<file path="src/rtl/generic_phase_fifo_frame_align.sv">
// Frame aligner for the phase-FIFO read side: hunts for a periodic marker, verifies it, then flywheels.
// Optional miss statistics counter is built when FRAME_ALIGN_MISS_CNT_EN is defined.
module generic_phase_fifo_frame_align #(
    parameter int              DW         = 20,
    parameter int              FRAME_LEN  = 16,
    parameter logic [DW-1:0]   MARKER     = 20'h5A5A5,
    parameter int              LOCK_CNT   = 3,
    parameter int              UNLOCK_CNT = 4,
    parameter int              CNT_W      = 8
) (
    input  logic               clk,
    input  logic               sreset,
    input  logic [DW-1:0]      din,
    output logic [DW-1:0]      dout,
    output logic               sof,
    output logic               locked,
    output logic [CNT_W-1:0]   lost_cnt,
    output logic [CNT_W-1:0]   miss_cnt_total
);

    localparam int PW = $clog2(FRAME_LEN);
    localparam int MW = $clog2(LOCK_CNT + 1);
    localparam int UW = $clog2(UNLOCK_CNT + 1);
    localparam logic [MW-1:0]    LOCK_V   = MW'(LOCK_CNT);
    localparam logic [UW-1:0]    UNLOCK_V = UW'(UNLOCK_CNT);
    localparam logic [CNT_W-1:0] CNT_MAX  = {CNT_W{1'b1}};

    typedef enum logic [1:0] {HUNT, VERIFY, LOCKED} state_t;

    state_t           state, next_state;
    logic [PW-1:0]    pos, next_pos;
    logic [MW-1:0]    match_cnt, next_match_cnt;
    logic [UW-1:0]    miss_cnt, next_miss_cnt;
    logic             match;
    logic             at_slot;
    logic             sof_d, locked_d;
    logic [CNT_W-1:0] lost_d;

    assign match   = (din == MARKER);
    assign at_slot = (pos == '0);

    always_ff @(posedge clk) begin
        if (sreset) begin
            state     <= HUNT;
            pos       <= '0;
            match_cnt <= '0;
            miss_cnt  <= '0;
            dout      <= '0;
            sof       <= 1'b0;
            locked    <= 1'b0;
            lost_cnt  <= '0;
        end else begin
            state     <= next_state;
            pos       <= next_pos;
            match_cnt <= next_match_cnt;
            miss_cnt  <= next_miss_cnt;
            dout      <= din;
            sof       <= sof_d;
            locked    <= locked_d;
            lost_cnt  <= lost_d;
        end
    end

    // Markers are only judged at frame offset 0; a marker elsewhere is ordinary data.
    always_comb begin
        next_state     = state;
        next_pos       = pos + 1'b1;
        next_match_cnt = match_cnt;
        next_miss_cnt  = miss_cnt;
        case (state)
            HUNT: begin
                next_pos = '0;
                if (match) begin
                    next_state     = VERIFY;
                    next_pos       = PW'(1);
                    next_match_cnt = MW'(1);
                end
            end
            VERIFY: begin
                if (at_slot) begin
                    if (match) begin
                        next_match_cnt = match_cnt + 1'b1;
                        if (next_match_cnt == LOCK_V) begin
                            next_state    = LOCKED;
                            next_miss_cnt = '0;
                        end
                    end else begin
                        next_state = HUNT;
                        next_pos   = '0;
                    end
                end
            end
            LOCKED: begin
                if (at_slot) begin
                    if (match) begin
                        next_miss_cnt = '0;
                    end else begin
                        next_miss_cnt = miss_cnt + 1'b1;
                        if (next_miss_cnt == UNLOCK_V) begin
                            next_state = HUNT;
                            next_pos   = '0;
                        end
                    end
                end
            end
            default: begin
                next_state = HUNT;
                next_pos   = '0;
            end
        endcase
    end

    always_comb begin
        locked_d = (next_state == LOCKED);
        sof_d    = at_slot && locked_d;
        lost_d   = lost_cnt;
        if (state == LOCKED && next_state == HUNT && lost_cnt != CNT_MAX)
            lost_d = lost_cnt + 1'b1;
    end

`ifdef FRAME_ALIGN_MISS_CNT_EN
    logic [CNT_W-1:0] miss_total_q;
    logic             locked_miss;

    assign locked_miss = (state == LOCKED) && at_slot && !match;

    always_ff @(posedge clk) begin
        if (sreset)
            miss_total_q <= '0;
        else if (locked_miss && miss_total_q != CNT_MAX)
            miss_total_q <= miss_total_q + 1'b1;
    end

    assign miss_cnt_total = miss_total_q;
`else
    assign miss_cnt_total = '0;
`endif

endmodule

</file>
<file path="config.mk">
export PLATFORM = sky130hd
export DESIGN_NAME = generic_phase_fifo_frame_align
export DESIGN_NICKNAME = d
export VERILOG_FILES = /design/src/rtl/generic_phase_fifo_frame_align.sv
export SDC_FILE = /design/constraint.sdc
export NUM_CORES = 1
export LEC_CHECK = 0
export ABC_AREA = 1
export CAP_MARGIN = 20
export CORE_AREA = 2 2 63 65
export DETAILED_ROUTE_END_ITERATION = 16
export DIE_AREA = 0 0 65 67
export DONT_BUFFER_PORTS = 1
export PLACE_DENSITY = 0.72
export SLEW_MARGIN = 5
export SYNTH_ARGS = -nofsm -noshare
export SYNTH_HDL_FRONTEND = slang
export SYNTH_SLANG_ARGS = --single-unit
</file>
<file path="constraint.sdc">
create_clock -name clk -period 2.9 [get_ports clk]
set_input_delay 0.435 -clock clk [delete_from_list [all_inputs] [get_ports clk]]
set_output_delay 0.435 -clock clk [all_outputs]
set_load 0.02 [all_outputs]
</file>
==> metrics.md, run 1 <==
| Metric | Value |
|---|---|
| Outcome | complete, no violations |
| Clock Latency Late Sink | 300 ps |
| First DRT Iteration DRCs | 61 |
| Fin crit period | 1700 ps |
| RR Startpoint | lost_cnt[0] |
| Worst hold path type | in -> reg |
| Post-synthesis mux area share | 0 |
| Routability congestion estimate | 0.774 |
| Async S/R FF share, synth | 0 |
| Root Buffer | clkbuf_8 |
| Synth Area in XOR/XNOR | 0.0411 |
| Final Cycle Share | 0.588 |
| Int Pwr | 758 uW |
| Vias per Instance | 4.67 |
| Vias in the first global route | 1244 |
| Layout area overhead | 5.16% |
| Gate Count Post-Synth | 234 |
| Clk pwr share | 0.367 |
| Mapped Avg Cell Area | 8.19 um^2 |
| WP data arrival | 1890 ps |
| Synth area leaders | dfxtp_1 (43%), nor2_1 (6.9%), inv_1 (6.5%) |
| Area of the die | 0.00436 mm^2 |
| Setup bufs post-CTS | 0 |
| Lkg Pwr | 0.892 nW |
| Final antenna-violating net count | 0 |
| Sequential share of power | 0.598 |
| PortBufs | 0 |
| Largest family of logic cells by synthesized area | simple AND/OR/NAND/NOR gates |
| Worst r2r dst | lost_cnt[1] |
| Core Box Area | 0.00361 mm^2 |
| Number of synthesized flops with an enable pin | 0 |
| Fmax | 0.587 GHz |
| DIE HEIGHT | 67 um |
| Std cell rows | 22 |
| Worst ir drop on vdd | 330 uV |
| CTS Buffer Depth | 2 |
| Cell Area, Synth | 0.00192 mm^2 |
| Final #Nets | 264 |
| Largest net degree at the start of global routing | 36 |
| Psw | 248 uW |
| Share of cells above drive strength 1 | 0.203 |
| Logic pwr share | 0.035 |
| Most frequent cells in the layout | dfxtp_1 (41), nor2_1 (35), inv_1 (33), nand2_1 (22), nand2_2 (12) |
| Simple logic cell fraction of the synthesized area | 0.303 |
| Via count | 1330 |
| Worst stage delay on the critical path | 500 ps |
| Most common cell after layout, fill and taps aside | dfxtp_1 |
| Synth area leader | dfxtp_1 |
| I/O pin count | 60 |
| Synth Flop Type | dfxtp_1 |
| Switching share of power | 0.247 |
| Pwr per Cell Area | 499 mW/mm^2 |
| Layout fillers | 346 |
| Flops & latches, synth | 41 |
| Highest-delay cell along the critical path | dfxtp_1 |
| Worst setup margin | 1200 ps |
| Place WS | 1200 ps |
| Crit. End Element | flip-flop |
| Initial Utilization | 0.532 |
| Synth Area in Adders | 0.0392 |
| Setup Skew | 9.22 ps |
| Post-synthesis compound-gate area fraction | 0.0692 |
| Worst-path clk slew | 80 ps |
| Wirelength, routed | 3220 um |
| CTS Sinks | 41 |
| CP Max Fanout | 10 |
| Distinct cells, synth | 30 |
| DRC viols | 0 |
| CP required | 3090 ps |
| Avg WL per Cell | 11.3 um |
| Synthesis Warnings | 0 |
| Total GRT Usage | 0.168 |
| First-pass GRT wire length | 5430 um |
| PostCTS Resize Cnt | 0 |
| Setup violators final | 0 |
| DRT Pass-1 Iters | 4 |
| Hold_buf cts | 0 |
| Chip Width | 65 um |
| Post-DP HPWL | 2390 um |
| Sequential share of the synthesized area | 0.428 |
| Num CTS Buffers | 5 |
| Worst setup SP type | flip-flop |
| RSZ-0062 raised after global routing | false |
| Setup CP Type | reg -> reg |
| R2r setup slk | 1200 ps |
| Min-Delay Startpoint | sreset |
| # diodes | 0 |
| Total Neg Setup Slack | 0 ps |
| Max Slew Vio Count | 0 |
| R2R depth | 8 |
| CTS H-Tree Depth | 2 |
| Most frequent CP cell | nand2_1 |
| Worst hold stages | 1 |
| Fin. Hold Viols | 0 |
| MaxCap Viol Count | 0 |
| Antenna violations before repair | 0 |
| Total chip power | 1.01 mW |
| CTS tree | built |
| Crit path cell chain | ha_1 > nand3_1 > nor2_2 > a31oi_4 > nand3_4 > nand2_1 > nand2_1 > nor2_1 |
| Top-area cell type share of the netlist area | 0.428 |
| Remaining global-route overflow | 0 |
| Worst Hold Endpoint | dout[3] |
[kinds of logic after synthesis]
kind of cell / after synthesis
and+or+nand+nor: 107
buffers and inverters: 52
DFF: 41
AOI/OAI and AO/OA: 18
xor gates and xnor gates: 9
adders and majority gates: 6
other: 1
[area by class of cell]
| type | instances | area (um^2) | share of cell area |
|---|---|---|---|
| tap | 48 | 60.1 | 0.0298 |
| clock inverter | 2 | 15.0 | 0.00745 |
| inverter | 40 | 150 | 0.0745 |
| clock buffer | 6 | 72.6 | 0.0360 |
| multi-input combinational | 148 | 897 | 0.445 |
| sequential | 41 | 821 | 0.407 |
[cell usage after synthesis, types with 2 or more instances]
library cell / count
nand2_1: 22
nand3_4: 3
nand2_2: 12
inv_2: 6
nand3_1: 8
nor2_4: 3
clkbuf_1: 4
a21oi_2: 6
xnor2_1: 5
xor2_1: 4
dfxtp_1: 41
inv_1: 33
nand3b_1: 2
nand4_1: 8
o21ai_0: 2
buf_4: 8
nor2_1: 35
a21oi_1: 6
nor2_2: 7
nand2_4: 2
ha_1: 6
nor3_1: 3
[power groups by stage]
stage	Combinational, mW	Clock, mW	Sequential (mW)
2_1_floorplan	0.0474	0	0.613
3_3_place_gp	0.0352	0	0.615
3_5_place_dp	0.0360	0	0.615
4_1_cts	0.0360	0.378	0.602
5_1_grt	0.0412	0.408	0.603
6_report	0.0354	0.369	0.602
[routing by layer]
metal,vias up,global-route usage,share of wire
met1,587,0.191,0.46
met4,0,0.0878,0.020
li1,706,-,-
met3,6,0.0574,0.055
met2,31,0.277,0.47
met5,-,0,0
[flip-flops by register name, summed over array words and instances (netlist names)]
name,count
miss_cnt,3
dout,20
lost_cnt,8
match_cnt,2
locked,1
pos,4
sof,1
state,2
[how the worst max path moves through the flow]
stage                 from     endpoint  slack, ps  cells after the start
2_1_floorplan  lost_cnt[1]  lost_cnt[1]       1350                      8
3_3_place_gp   lost_cnt[0]  lost_cnt[1]       1250                      8
3_5_place_dp   lost_cnt[0]  lost_cnt[1]       1200                      8
4_1_cts        lost_cnt[0]  lost_cnt[1]       1180                      8
5_1_grt        lost_cnt[1]  lost_cnt[1]       1090                      8
6_report       lost_cnt[0]  lost_cnt[1]       1200                      8
[worst max-delay path: cells and delay by family (launching register included)]
family / cells / cell delay, ps
AO/OA/AOI/OAI: 1 / 160
adder cells (fa/ha/maj): 1 / 260
flip-flops: 1 / 500
AND/OR/NAND/NOR: 6 / 680
[through the flow]
stage / std cells / util / hold WS [ps] / instance area (um^2)
floorplan: 241 / - / 436 / 1940
CTS: 285 / 0.559 / 188 / 2020
detailed placement: 277 / 0.535 / 455 / 1930
finish: 285 / 0.559 / 195 / 2020
global route: 285 / 0.559 / 177 / 2020
global placement: 277 / 0.535 / 450 / 1930
Note: power is estimated with default switching activity, not from simulation.
==> inputs of run 2 (changes only) <==
--- a/config.mk
+++ b/config.mk
@@ -11,7 +11,7 @@
 export DETAILED_ROUTE_END_ITERATION = 16
 export DIE_AREA = 0 0 65 67
 export DONT_BUFFER_PORTS = 1
-export PLACE_DENSITY = 0.72
+export PLACE_DENSITY = 0.74
 export SLEW_MARGIN = 5
 export SYNTH_ARGS = -nofsm -noshare
 export SYNTH_HDL_FRONTEND = slang
==> constraint.sdc (replaced) <==
create_clock -name clk -period 1.5 [get_ports clk]
set_input_delay 0.225 -clock clk [delete_from_list [all_inputs] [get_ports clk]]
set_output_delay 0.225 -clock clk [all_outputs]
set_load 0.02 [all_outputs]
==> run 2 against run 1 <==
  * Worst hold slack lost 180 ps
  * Clock skew shrank 3.5 ps
  * Core utilization grew 7.1 points
  * Design area grew 13%
  * Highest routed layer unchanged
==> metrics.md, run 2 (synthesis gave the netlist of run 1 again) <==
| Metric | Value |
|---|---|
| Outcome | complete, no violations |
| Clock Latency Late Sink | 300 ps |
| Root Buffer | clkbuf_8 |
| Layout Cells excl Fill | 302 |
| Crit. End Element | flip-flop |
| Fin util | 0.630 |
| Place WS | -27.4 ps |
| Worst hold stages | 2 |
| R2R depth | 8 |
| Highest-delay cell along the critical path | dfxtp_4 |
| Inst Count DP | 286 |
| Std cell rows | 22 |
| RSZ-0062 raised after global routing | true |
| Worst setup margin | 9.43 ps |
| WP data arrival | 1680 ps |
| Fmax | 0.671 GHz |
| Share of cells above drive strength 1 | 0.319 |
| Worst-path clk slew | 80 ps |
| Worst hold path type | in -> reg |
| Setup Skew | 5.76 ps |
| Worst setup SP type | flip-flop |
| Setup CP Type | reg -> reg |
| CTS Buffer Depth | 2 |
| Most frequent cells in the layout | dfxtp_1 (36), inv_1 (33), nor2_1 (33), nand2_1 (20), nand2_2 (15) |
| First DRT Iteration DRCs | 31 |
| MaxCap Viol Count | 0 |
| Fin. Hold Viols | 0 |
| Worst ir drop on vdd | 722 uV |
| I/O pin count | 60 |
| Max Slew Vio Count | 0 |
| Worst path bufs/invs | 0 |
| Pwr per Cell Area | 949 mW/mm^2 |
| Antenna violations before repair | 0 |
| Min-Delay Startpoint | din[18] |
| Total GRT Usage | 0.192 |
| Final #Nets | 281 |
| PortBufs | 0 |
| DRT Pass-1 Iters | 4 |
| Largest regs | dout x20, lost_cnt x8, pos x4 |
| Most common cell after layout, fill and taps aside | dfxtp_1 |
| Lkg Pwr | 0.994 nW |
| Area of the die | 0.00436 mm^2 |
| CP Max Fanout | 5 |
| R2r setup slk | 9 ps |
| CTS Sinks | 41 |
| First-pass GRT wire length | 6270 um |
| Vias in the first global route | 1381 |
| Final antenna-violating net count | 0 |
| DIE HEIGHT | 67 um |
| Worst stage delay on the critical path | 370 ps |
| Via count | 1465 |
| Routability congestion estimate | 0.816 |
| Fin crit period | 1490 ps |
| Core Box Area | 0.00361 mm^2 |
| DRC viols | 0 |
| Worst Hold Endpoint | dout[18] |
| # diodes | 0 |
| Chip Width | 65 um |
| Largest net degree at the start of global routing | 34 |
| Final Cycle Share | 0.994 |
| Remaining global-route overflow | 0 |
| Vias per Instance | 4.85 |
| Largest register FFs | 20 |
| Post-DP HPWL | 2600 um |
| Wirelength, routed | 3840 um |
| Layout area overhead | 18.5% |
| Initial Utilization | 0.532 |
| Avg WL per Cell | 12.7 um |
| CP delay by family, top | simple AND/OR/NAND/NOR gates |
| RR Startpoint | miss_cnt[0] |
| CTS tree | built |
| Largest Register | dout |
| Setup violators final | 0 |
| Crit path cell chain | ha_4 > xnor2_4 > nor2_2 > nand3_2 > nand2_4 > nand3_4 > o21ai_2 > nor2_1 |
| Num CTS Buffers | 5 |
| CTS H-Tree Depth | 2 |
| Hold_ws | 18.8 ps |
| Worst r2r dst | lost_cnt[0] |
| CP required | 1690 ps |
-- run 2: cell types whose count changed in the layout (fill, tap and decap cells not counted), moves of 3 or more --
cell | previous run | this run
nand2_2 | 12 | 15
buf_4 | 0 | 13
dfxtp_1 | 41 | 36
dfxtp_2 | 0 | 4
nand3_2 | 0 | 3
-- run 2: timing repair --
item / CTS / global route
pin swaps: 0 / 12
setup buffers: 0 / 4
hold endpoints to repair: 33 / 0
hold buffers: 1 / 0
gates resized for setup: 1 / 19
cloned: 1 / 2
endpoints found under the setup margin: 2 / 9
-- run 2: worst max-delay path by stage --
stage | startpoint | to | cells past startpoint
floorplan | lost_cnt[1] | lost_cnt[1] | 8
global placement | miss_cnt[0] | lost_cnt[0] | 8
detailed placement | miss_cnt[0] | lost_cnt[0] | 9
CTS | lost_cnt[1] | lost_cnt[3] | 7
global route | miss_cnt[0] | lost_cnt[1] | 9
finish | miss_cnt[0] | lost_cnt[0] | 8
-- run 2: per-stage QoR --
| step | setup TNS, ps | cell area, um^2 | power [mW] |
|---|---|---|---|
| after floorplan | 0 | 1950 | 1.28 |
| after global placement | 0 | 2000 | 1.26 |
| after detailed placement | -39.3 | 2000 | 1.26 |
| after CTS | -35.1 | 2150 | 2.16 |
| after global routing | -313 | 2270 | 2.24 |
| final | 0 | 2270 | 2.16 |
-- run 2: area by class of cell --
| cell class | instances | area, um^2 |
|---|---|---|
| clock buffer | 6 | 72.6 |
| clock inverter | 2 | 38.8 |
| fill | 309 | 1330 |
| inverter | 40 | 150 |
| multi-input combinational | 151 | 1000 |
| sequential | 41 | 830 |
| tap | 48 | 60.1 |
| timing repair buffer | 14 | 118 |
-- run 2: per-layer routing --
metal	wire length (um)	up-vias	GRT usage	share of wire
met5	0	-	0	0
met4	79	0	0.0798	0.021
met3	207	7	0.0524	0.054
met2	1900	41	0.325	0.50
met1	1650	665	0.228	0.43
li1	-	752	-	-
-- run 2: report_power, final --
part | internal [mW] | leakage [nW] | switching (mW)
Combinational | 0.0260 | 0.600 | 0.0639
Sequential | 1.11 | 0.339 | 0.0470
Clock | 0.500 | 0.0554 | 0.406
==> inputs of run 3 (changes only) <==
--- a/config.mk
+++ b/config.mk
@@ -6,12 +6,11 @@
 export NUM_CORES = 1
 export LEC_CHECK = 0
 export ABC_AREA = 1
-export CAP_MARGIN = 20
-export CORE_AREA = 2 2 63 65
+export CORE_AREA = 2 2 45 89
 export DETAILED_ROUTE_END_ITERATION = 16
-export DIE_AREA = 0 0 65 67
+export DIE_AREA = 0 0 47 91
 export DONT_BUFFER_PORTS = 1
-export PLACE_DENSITY = 0.74
+export PLACE_DENSITY = 0.75
 export SLEW_MARGIN = 5
 export SYNTH_ARGS = -nofsm -noshare
 export SYNTH_HDL_FRONTEND = slang
==> run 3 against run 2 <==
  * Critical path depth decreased by 1
  * Via count grew 3.4%
  * Clock skew shrank 3.0 ps
  * Core utilization grew 1.8 points
  * Fmax rose by 0.79%
  * Clock power rose by 0.7%
  * Largest cell class unchanged
  * Clock-buffer cell count stayed put
  * Critical path type unchanged
  * Sequential share of layout area shrank 0.63 points
  * Largest power group unchanged
  * Wire length grew 4.8%
  * Global-route usage about the same
  * First-iteration DRC count shrank 39%
  * Worst hold slack lost 4.7 ps
==> metrics.md, run 3 (synthesis gave the netlist of run 1 again) <==
| Metric | Value |
|---|---|
| DRC viols | 0 |
| Worst setup SP type | flip-flop |
| First-pass GRT wire length | 5950 um |
| Setup CP Type | reg -> reg |
| Setup violators final | 0 |
| Core Box Area | 0.00357 mm^2 |
| CTS H-Tree Depth | 2 |
| Vias in the first global route | 1461 |
| DRT Pass-1 Iters | 4 |
| Antenna violations before repair | 0 |
| Final antenna-violating net count | 0 |
| Via count | 1515 |
| Crit path cell chain | ha_2 > nand3_2 > nor2_4 > a31oi_4 > buf_4 > nand4_1 > a21oi_2 |
| Routability congestion estimate | 0.763 |
| RSZ-0062 raised after global routing | true |
| Num CTS Buffers | 5 |
| CP delay by family, top | compound AO/OA/AOI/OAI gates |
| Highest-delay cell along the critical path | dfxtp_2 |
| Vias per Instance | 4.95 |
| Setup Skew | 2.72 ps |
| Share of cells above drive strength 1 | 0.327 |
| Total Neg Setup Slack | 0 ps |
| Initial Utilization | 0.537 |
| Fmax | 0.676 GHz |
| Total chip power | 2.16 mW |
| First DRT Iteration DRCs | 19 |
| Worst stage delay on the critical path | 330 ps |
| DIE HEIGHT | 91 um |
| Most frequent cells in the layout | dfxtp_1 (36), inv_1 (33), nor2_1 (33), nand2_1 (21), buf_4 (14) |
| R2R depth | 7 |
| Root Buffer | clkbuf_8 |
| Worst ir drop on vdd | 855 uV |
| CP Max Fanout | 5 |
| MaxCap Viol Count | 0 |
| WP data arrival | 1710 ps |
| Worst hold path type | in -> reg |
| Largest net degree at the start of global routing | 33 |
| Final #Nets | 284 |
| RR Startpoint | lost_cnt[0] |
| Largest regs | dout x20, lost_cnt x8, pos x4 |
| Wirelength, routed | 4030 um |
| CTS tree | built |
| Crit. Startpoint | lost_cnt[0] |
| Final Cycle Share | 0.986 |
| Layout area overhead | 20.6% |
| CTS Sinks | 41 |
| Crit. End Element | flip-flop |
| Most common cell after layout, fill and taps aside | dfxtp_1 |
| Fin crit period | 1480 ps |
| Remaining global-route overflow | 0 |
| Worst Hold Endpoint | state[1] |
| Area of the die | 0.00428 mm^2 |
| Largest register FFs | 20 |
| Largest Register | dout |
| Chip Width | 47 um |
| # diodes | 0 |
| Worst-path clk slew | 80 ps |
| Avg WL per Cell | 13.2 um |
| PortBufs | 0 |
| Layout fillers | 315 |
| I/O pin count | 60 |
| Std cell rows | 31 |
| Worst path bufs/invs | 1 |
| Post-DP HPWL | 2750 um |
| Total GRT Usage | 0.192 |
| Worst r2r dst | lost_cnt[5] |
| Outcome | complete, no violations |
| Fin. Hold Viols | 0 |
| CP required | 1730 ps |
| Min-Delay Startpoint | sreset |
| Pwr per Cell Area | 935 mW/mm^2 |
| R2r setup slk | 20 ps |
| Worst hold stages | 1 |
| Max Slew Vio Count | 0 |
| Clock Latency Late Sink | 290 ps |
| CTS Buffer Depth | 2 |
| Lkg Pwr | 1.02 nW |
[run 3: final cells by class]
type,instances,area [um^2],area share
clock buffers,6,82.6,0.0357
well taps,49,61.3,0.0265
multi-input cells,150,990,0.428
inverters,40,153,0.0660
repair buffers,18,159,0.0687
clock inverters,2,37.5,0.0162
flip-flops and latches,41,830,0.359
[run 3: power by group]
part           internal, mW  switching (mW)
combinational        0.0260          0.0638
clock                 0.541           0.371
sequential             1.11          0.0453
total                  1.68           0.480
[run 3: stage by stage]
step           hold WS [ps]  instances  area [um^2]  setup WS (ps)   util
3_5_place_dp            293        290         2020          -40.6  0.567
5_1_grt                13.9        306         2310          -48.3  0.648
2_1_floorplan           332        241         1950           49.7      -
4_1_cts               0.492        301         2200           5.76  0.615
3_3_place_gp            292        290         2020           21.3  0.567
6_report               14.0        306         2310           21.1  0.648
[run 3: worst max path at each step]
stage | slack, ps | to | cells past startpoint
2_1_floorplan | 50 | lost_cnt[1] | 8
3_3_place_gp | 20 | lost_cnt[0] | 8
3_5_place_dp | -40 | lost_cnt[0] | 8
4_1_cts | 6 | lost_cnt[4] | 8
5_1_grt | -50 | lost_cnt[3] | 8
6_report | 20 | lost_cnt[5] | 7
[run 3: metal layers]
metal,global-route usage,up-vias,wire length (um)
li1,-,753,-
met1,0.159,698,1270
met2,0.358,54,2420
met3,0.0497,10,211
met4,0.111,0,136
met5,0,-,0
[run 3: repair_timing]
item | in CTS | in global routing
setup endpoints to repair | 3 | 10
setup buffers | 1 | 4
pin swaps | 4 | 10
cloned | 1 | 1
gates resized for setup | 4 | 19
hold buffers | 1 | 0
endpoints found under the hold margin | 32 | 0
